[src/rtl/exec_unit_mc_pkg.sv]
// exec_pkg: op codes, FSM states and width helper shared by the execute stage
package exec_pkg;
   localparam logic [3:0] OP_ADD  = 4'd0;
   localparam logic [3:0] OP_SUB  = 4'd1;
   localparam logic [3:0] OP_AND  = 4'd2;
   localparam logic [3:0] OP_OR   = 4'd3;
   localparam logic [3:0] OP_XOR  = 4'd4;
   localparam logic [3:0] OP_SLL  = 4'd5;
   localparam logic [3:0] OP_SRL  = 4'd6;
   localparam logic [3:0] OP_ROL  = 4'd7;
   localparam logic [3:0] OP_BTR  = 4'd8;
   localparam logic [3:0] OP_MUL  = 4'd9;
   localparam logic [3:0] OP_DIVU = 4'd10;

   typedef enum logic {IDLE, ITER} state_t;

   function automatic int clog2(input int n);
      int r;
      r = 0;
      while ((1 << r) < n) r = r + 1;
      return r;
   endfunction
endpackage

[src/rtl/exec_unit_mc_muldiv_iter.sv]
// muldiv_iter: one-bit-per-cycle shift-add multiplier and restoring divider on one shared adder
module muldiv_iter import exec_pkg::*; #(
   parameter int WIDTH = 16
) (
   input  logic             clk,
   input  logic             rst,
   input  logic             start,
   input  logic             op_div,
   input  logic [WIDTH-1:0] a,
   input  logic [WIDTH-1:0] b,
   output logic             done,
   output logic [WIDTH-1:0] q
);
   localparam int CW = clog2(WIDTH);
   logic             run, div, cout, ge;
   logic [CW-1:0]    cnt;
   logic [WIDTH-1:0] ra, rb, acc, rem_low, x, y, sum;
   // divide: remainder shifted left taking the next dividend bit; the bit leaving acc marks rem >= 2^WIDTH
   assign rem_low = {acc[WIDTH-2:0], ra[WIDTH-1]};
   assign x = div ? rem_low : acc;
   assign y = div ? ~rb : (rb[0] ? ra : '0);
   assign {cout, sum} = {1'b0, x} + {1'b0, y} + {{WIDTH{1'b0}}, div};
   assign ge = acc[WIDTH-1] | cout;
   assign done = run && cnt == CW'(WIDTH - 1);
   // q is the value after the current step, so the last step's answer is visible while done is high
   assign q = div ? {ra[WIDTH-2:0], ge} : sum;
   // load operands on start, then one multiply or divide step per cycle until the last bit
   always_ff @(posedge clk or negedge rst) begin
      if (!rst) begin
         run <= 1'b0;
         div <= 1'b0;
         cnt <= '0;
         ra  <= '0;
         rb  <= '0;
         acc <= '0;
      end else if (start) begin
         run <= 1'b1;
         div <= op_div;
         cnt <= '0;
         ra  <= a;
         rb  <= b;
         acc <= '0;
      end else if (run) begin
         run <= !done;
         cnt <= done ? '0 : cnt + 1'b1;
         acc <= div ? (ge ? sum : rem_low) : sum;
         ra  <= div ? {ra[WIDTH-2:0], ge} : ra << 1;
         rb  <= div ? rb : rb >> 1;
      end
   end
endmodule

[src/rtl/exec_unit_mc.sv]
// exec_unit_mc: registered execute stage with valid/ready handshake and iterative MUL/DIVU
module exec_unit_mc import exec_pkg::*; #(
   parameter int WIDTH     = 16,
   parameter bit MULDIV_EN = 1'b1
) (
   input  logic             clk,
   input  logic             rst,
   input  logic             in_valid,
   output logic             in_ready,
   input  logic [3:0]       op,
   input  logic [WIDTH-1:0] a,
   input  logic [WIDTH-1:0] b,
   input  logic [WIDTH-1:0] imm,
   input  logic             alu_src2,
   input  logic [WIDTH-1:0] pc_inc,
   input  logic             jump,
   output logic             out_valid,
   input  logic             out_ready,
   output logic [WIDTH-1:0] result,
   output logic [WIDTH-1:0] branch_pc,
   output logic             zero,
   output logic             ofl,
   output logic             err,
   output logic             busy
);
   localparam int SW = clog2(WIDTH);
   state_t             state;
   logic [WIDTH-1:0]   opb, bpc, add_r, sub_r, btr, alu, md_q;
   logic [2*WIDTH-1:0] rol_d;
   logic               accept, div0, md_start, md_done, alu_ofl, alu_err;
   assign opb      = alu_src2 ? b : imm;
   assign bpc      = (jump ? a : pc_inc) + imm;
   assign add_r    = a + opb;
   assign sub_r    = a - opb;
   assign rol_d    = {a, a} << opb[SW-1:0];
   assign in_ready = state == IDLE && (!out_valid || out_ready);
   assign busy     = state == ITER;
   assign accept   = in_valid && in_ready;
   assign div0     = op == OP_DIVU && opb == '0;
   assign md_start = accept && MULDIV_EN && (op == OP_MUL || op == OP_DIVU) && !div0;
   assign alu_ofl  = op == OP_ADD ? (a[WIDTH-1] == opb[WIDTH-1] && add_r[WIDTH-1] != a[WIDTH-1]) :
                     op == OP_SUB ? (a[WIDTH-1] != opb[WIDTH-1] && sub_r[WIDTH-1] != a[WIDTH-1]) : 1'b0;

   muldiv_iter #(.WIDTH(WIDTH)) u_muldiv (
      .clk   (clk),
      .rst   (rst),
      .start (md_start),
      .op_div(op == OP_DIVU),
      .a     (a),
      .b     (opb),
      .done  (md_done),
      .q     (md_q)
   );

   // single-cycle result, including the divide-by-zero and disabled/reserved error cases
   always_comb begin
      btr     = '0;
      alu     = '0;
      alu_err = 1'b0;
      for (int i = 0; i < WIDTH; i++) btr[i] = a[WIDTH-1-i];
      case (op)
         OP_ADD:  alu = add_r;
         OP_SUB:  alu = sub_r;
         OP_AND:  alu = a & opb;
         OP_OR:   alu = a | opb;
         OP_XOR:  alu = a ^ opb;
         OP_SLL:  alu = a << opb[SW-1:0];
         OP_SRL:  alu = a >> opb[SW-1:0];
         OP_ROL:  alu = rol_d[2*WIDTH-1:WIDTH];
         OP_BTR:  alu = btr;
         OP_MUL, OP_DIVU: begin
            alu     = (MULDIV_EN && div0) ? {WIDTH{1'b1}} : '0;
            alu_err = !MULDIV_EN || div0;
         end
         default: alu_err = 1'b1;
      endcase
   end

   // FSM and output registers: load on accept or engine completion, hold under backpressure
   always_ff @(posedge clk or negedge rst) begin
      if (!rst) begin
         state     <= IDLE;
         out_valid <= 1'b0;
         result    <= '0;
         branch_pc <= '0;
         zero      <= 1'b0;
         ofl       <= 1'b0;
         err       <= 1'b0;
      end else if (state == ITER) begin
         if (md_done) begin
            state     <= IDLE;
            out_valid <= 1'b1;
            result    <= md_q;
            zero      <= md_q == '0;
         end
      end else if (accept) begin
         branch_pc <= bpc;
         ofl       <= alu_ofl;
         if (md_start) begin
            state     <= ITER;
            out_valid <= 1'b0;
            result    <= '0;
            zero      <= 1'b0;
            err       <= 1'b0;
         end else begin
            out_valid <= 1'b1;
            result    <= alu;
            zero      <= alu == '0;
            err       <= alu_err;
         end
      end else if (out_ready) begin
         out_valid <= 1'b0;
      end
   end
endmodule

[config.mk]
export PLATFORM = sky130hd
export DESIGN_NAME = exec_unit_mc
export DESIGN_NICKNAME = d
export VERILOG_FILES = /design/src/rtl/exec_unit_mc_pkg.sv /design/src/rtl/exec_unit_mc_muldiv_iter.sv /design/src/rtl/exec_unit_mc.sv
export SDC_FILE = /design/constraint.sdc
export NUM_CORES = 1
export LEC_CHECK = 0
export CAP_MARGIN = 5
export CORE_ASPECT_RATIO = 1.75
export CORE_MARGIN = 2
export CORE_UTILIZATION = 54
export DETAILED_ROUTE_END_ITERATION = 7
export PLACE_DENSITY_LB_ADDON = 0.3
export RECOVER_POWER = 50
export SYNTH_ARGS = -nofsm -noshare
export SYNTH_HDL_FRONTEND = slang
export SYNTH_SLANG_ARGS = --single-unit
[constraint.sdc]
create_clock -name clk -period 4.71 [get_ports clk]
set_input_delay 1.1775 -clock clk [delete_from_list [all_inputs] [get_ports clk]]
set_output_delay 1.1775 -clock clk [all_outputs]
set_load 0.01 [all_outputs]
==> impl_metrics.toml <==
[yosys]
synth_cell_types = 85
yosysWarningCount = 0
yosysTopAreaCell = "dfrtp_1"
synthFlopType = "dfrtp_1"
synth_edf_count = 0
synth_seq_cells = 91
synth_area_leaders = "dfrtp_1, ha_1, mux2i_1, o21ai_0, mux2_2"
postSynth.asyncResetShare = 1.00
synth_top_area_frac = 0.204
avgSynthCellArea_um2 = 7.98
synth_nets = 1572
synth.most_common_cell = "nand2_1"
synthesis.area_um2 = 11200
yosys-top-cells-count = "nand2_1, o21ai_0, a21oi_1"
synthCells = 1401
yosysSeqAreaShare = 0.204

[flow_run]
maxCapViolations = 1

[floorplanning]
num_io_pins = 112
die_h_um = 194
rows = 69
core_um2 = 20300
dieArea_um2 = 21900
start_util = 0.551
die_w_um = 113

[clocking]
ctsHoldBuffers = 0
cts_inserted_buffers = 9
cts_tree = "yes"
max-clock-path-buffers = 2
clock-sinks = 91
clk_latency_ns = 0.38
clk_pin_slew_ns = 0.08
cts_root_buffer = "clkbuf_16"
htreeDepth = 3

[pwr]
peakVddDrop_mv = 0.687
power_frac_clock = 0.100
p_int_mw = 3.98
power_mw = 7.88
p_per_area_nw_per_um2 = 570
p_leak_nw = 6.19
switching_share = 0.495
combinationalPowerShare = 0.706
power_switching_mw = 3.90
pwr-share-seq = 0.193

[routing]
vias = 12100
first_iter_violations = 919
wire_per_inst_um = 25.2
routed_wl_mm = 46.5
postRouteAntennaNets = 0
firstDrtPassIters = 8
viasPerCell = 6.55
drc = 0

[critical_path]
worstSetupPathType = "input pin to flip-flop"
path_cells = "clkdlybuf4s50_1, buf_12, mux2i_4, buf_4, inv_2, buf_4, buf_4, nor2_1, a211oi_1, nor2_1, a31oi_1, o21ai_1, mux2i_1, a21oi_1"
cp_slowest_stage_delay_ns = 0.60
crit_path_start_kind = "input pin"
arrival_ns = 4.97
required_ns = 5.01
worst-path-max-fanout = 22
path_common_cell = "buf_4"
worstSetupEndpointType = "flip-flop"
slowest_stage = "o21ai_1"

[final_layout]
final_util = 0.681
area_delta_synth_final_pct = 23.7
drive_gt1_frac = 0.173
nFillCells = 1686
final_nets = 1760

[timing]
setup-violations-final = 0
layout_min_cycle_time_ns = 4.67
finalCritPeriodShare = 0.991
worstMarginPinSlew_ns = 1.85
rsz0062_at_grt = "no"
fin_ws_ns = 0.0421
finalSetupTns_ns = 0
clock_skew_ns = 0.00973
hold_viol = 0
max_slew_margin = -0.231
slew_violations = 66
clock.fmax_ghz = 0.214
whs_ns = 0.475

[global_routing]
grt_max_degree = 66
overflow = 0
grt_pass1_wl_mm = 70.3
antenna_found_initial = 2
first_global_vias = 12500
grt_usage = 0.423

[outcome]
status = "finished with violations"
violations = "max-capacitance violations, max-slew violations"

[place]
dp_slack_ns = -0.192
io_buffers = 111
gp_routability_congestion = 1.08
hpwl_mm = 36.9

[worst_hold_path]
hold_path_class = "flip-flop to flip-flop"
[state kept, by name, indices dropped and copies added, names as in the netlist, 4 cells and up]
name,flops
u_muldiv.ra,16
branch_pc,16
u_muldiv.cnt,4
u_muldiv.acc,16
result,16
u_muldiv.rb,16
[final cells by class]
type / count / area, µm² / area share
inverters: 74 / 280 / 0.0203
diodes: 2 / 5.00 / 0.000362
well taps: 248 / 310 / 0.0224
multi-input cells: 1136 / 8210 / 0.594
repair buffers: 277 / 2440 / 0.176
clock inverters: 7 / 76.3 / 0.00552
clock buffers: 9 / 225 / 0.0163
flip-flops and latches: 91 / 2280 / 0.165
[per-layer routing]
layer	track usage	part of all wire
met5	0	0
met4	0.375	0.11
met3	0.0789	0.061
met2	0.754	0.51
met1	0.402	0.32
[through the flow]
step | cell area, µm² | cells
finish | 13800 | 1844
global route | 13800 | 1844
CTS | 13800 | 1842
detailed placement | 13500 | 1826
global placement | 13500 | 1826
floorplan | 11200 | 1401
[critical path, delay by kind of cell]
kind,cells,cell delay (ns)
and+or+nand+nor,2,0.88
muxes,2,0.56
buffers and inverters,6,1.29
AOI/OAI and AO/OA,4,1.03
[logic make-up after synthesis]
logic type | after synthesis | synth area share
flip-flops | 91 | 0.204
multiplexers | 165 | 0.177
adder cells (fa/ha/maj) | 97 | 0.112
AO/OA/AOI/OAI | 410 | 0.233
XOR/XNOR | 40 | 0.0313
AND/OR/NAND/NOR | 424 | 0.180
buffers and inverters | 174 | 0.0627
[power by group through the flow]
stage	registers, mW	logic [mW]	clock network (mW)
3_5_place_dp	1.53	5.45	0
6_report	1.52	5.57	0.791
5_1_grt	1.56	6.02	0.821
4_1_cts	1.52	5.50	0.793
3_3_place_gp	1.52	5.35	0
2_1_floorplan	1.45	3.63	0
[placed cells by master (no fill, tap or decap), types with 8 or more instances in the layout]
| cell type | Yosys | layout |
|---|---|---|
| and3_1 | 9 | 9 |
| a211oi_1 | 23 | 23 |
| nand2b_1 | 9 | 9 |
| clkdlybuf4s50_1 | 0 | 92 |
| nor2_1 | 94 | 94 |
| a31oi_1 | 9 | 9 |
| dfrtp_1 | 91 | 90 |
| mux4_2 | 15 | 15 |
| or3_1 | 8 | 8 |
| clkbuf_16 | 0 | 9 |
| buf_4 | 3 | 158 |
| dlygate4sd3_1 | 0 | 18 |
| o211ai_1 | 20 | 20 |
| nand3_1 | 43 | 43 |
| nor4_1 | 10 | 10 |
| mux2i_1 | 92 | 91 |
| a221oi_1 | 9 | 9 |
| nand4_1 | 11 | 11 |
| nor3_1 | 33 | 33 |
| ha_1 | 92 | 92 |
| xnor2_1 | 22 | 22 |
| o31ai_1 | 10 | 10 |
| o221ai_1 | 8 | 8 |
| nor2b_1 | 16 | 16 |
| inv_1 | 69 | 69 |
| a21oi_1 | 96 | 95 |
| nand2_1 | 152 | 152 |
| o22ai_1 | 18 | 18 |
| o21a_1 | 12 | 12 |
| mux2_2 | 52 | 52 |
| a22oi_1 | 12 | 12 |
| xor2_1 | 18 | 18 |
| a21o_1 | 11 | 11 |
| o21ai_0 | 124 | 123 |
[path summary, 6_finish.rpt]
path,from,to,slack (ns),cells past startpoint
min in group asynchronous,rst,u_muldiv.acc[5]$_DFFE_PN0P_,1.29,1
min reg2reg,branch_pc[15]$_DFFE_PN0P_,branch_pc[15]$_DFFE_PN0P_,0.48,2
max,alu_src2,result[4]$_DFFE_PN0P_,0.04,14
min,branch_pc[15]$_DFFE_PN0P_,branch_pc[15]$_DFFE_PN0P_,0.48,2
max reg2reg,u_muldiv.rb[0]$_DFFE_PN0P_,u_muldiv.acc[4]$_DFFE_PN0P_,0.25,16
max in group asynchronous,rst,u_muldiv.rb[10]$_DFFE_PN0P_,1.29,2
[repair_timing]
item                                    in CTS  in global routing
gates resized for setup                      0                  3
endpoints found under the setup margin       0                  3
buffers inserted                             0                  0
hold endpoints to repair                     0                  0
Note: power is estimated with default switching activity, not from simulation.
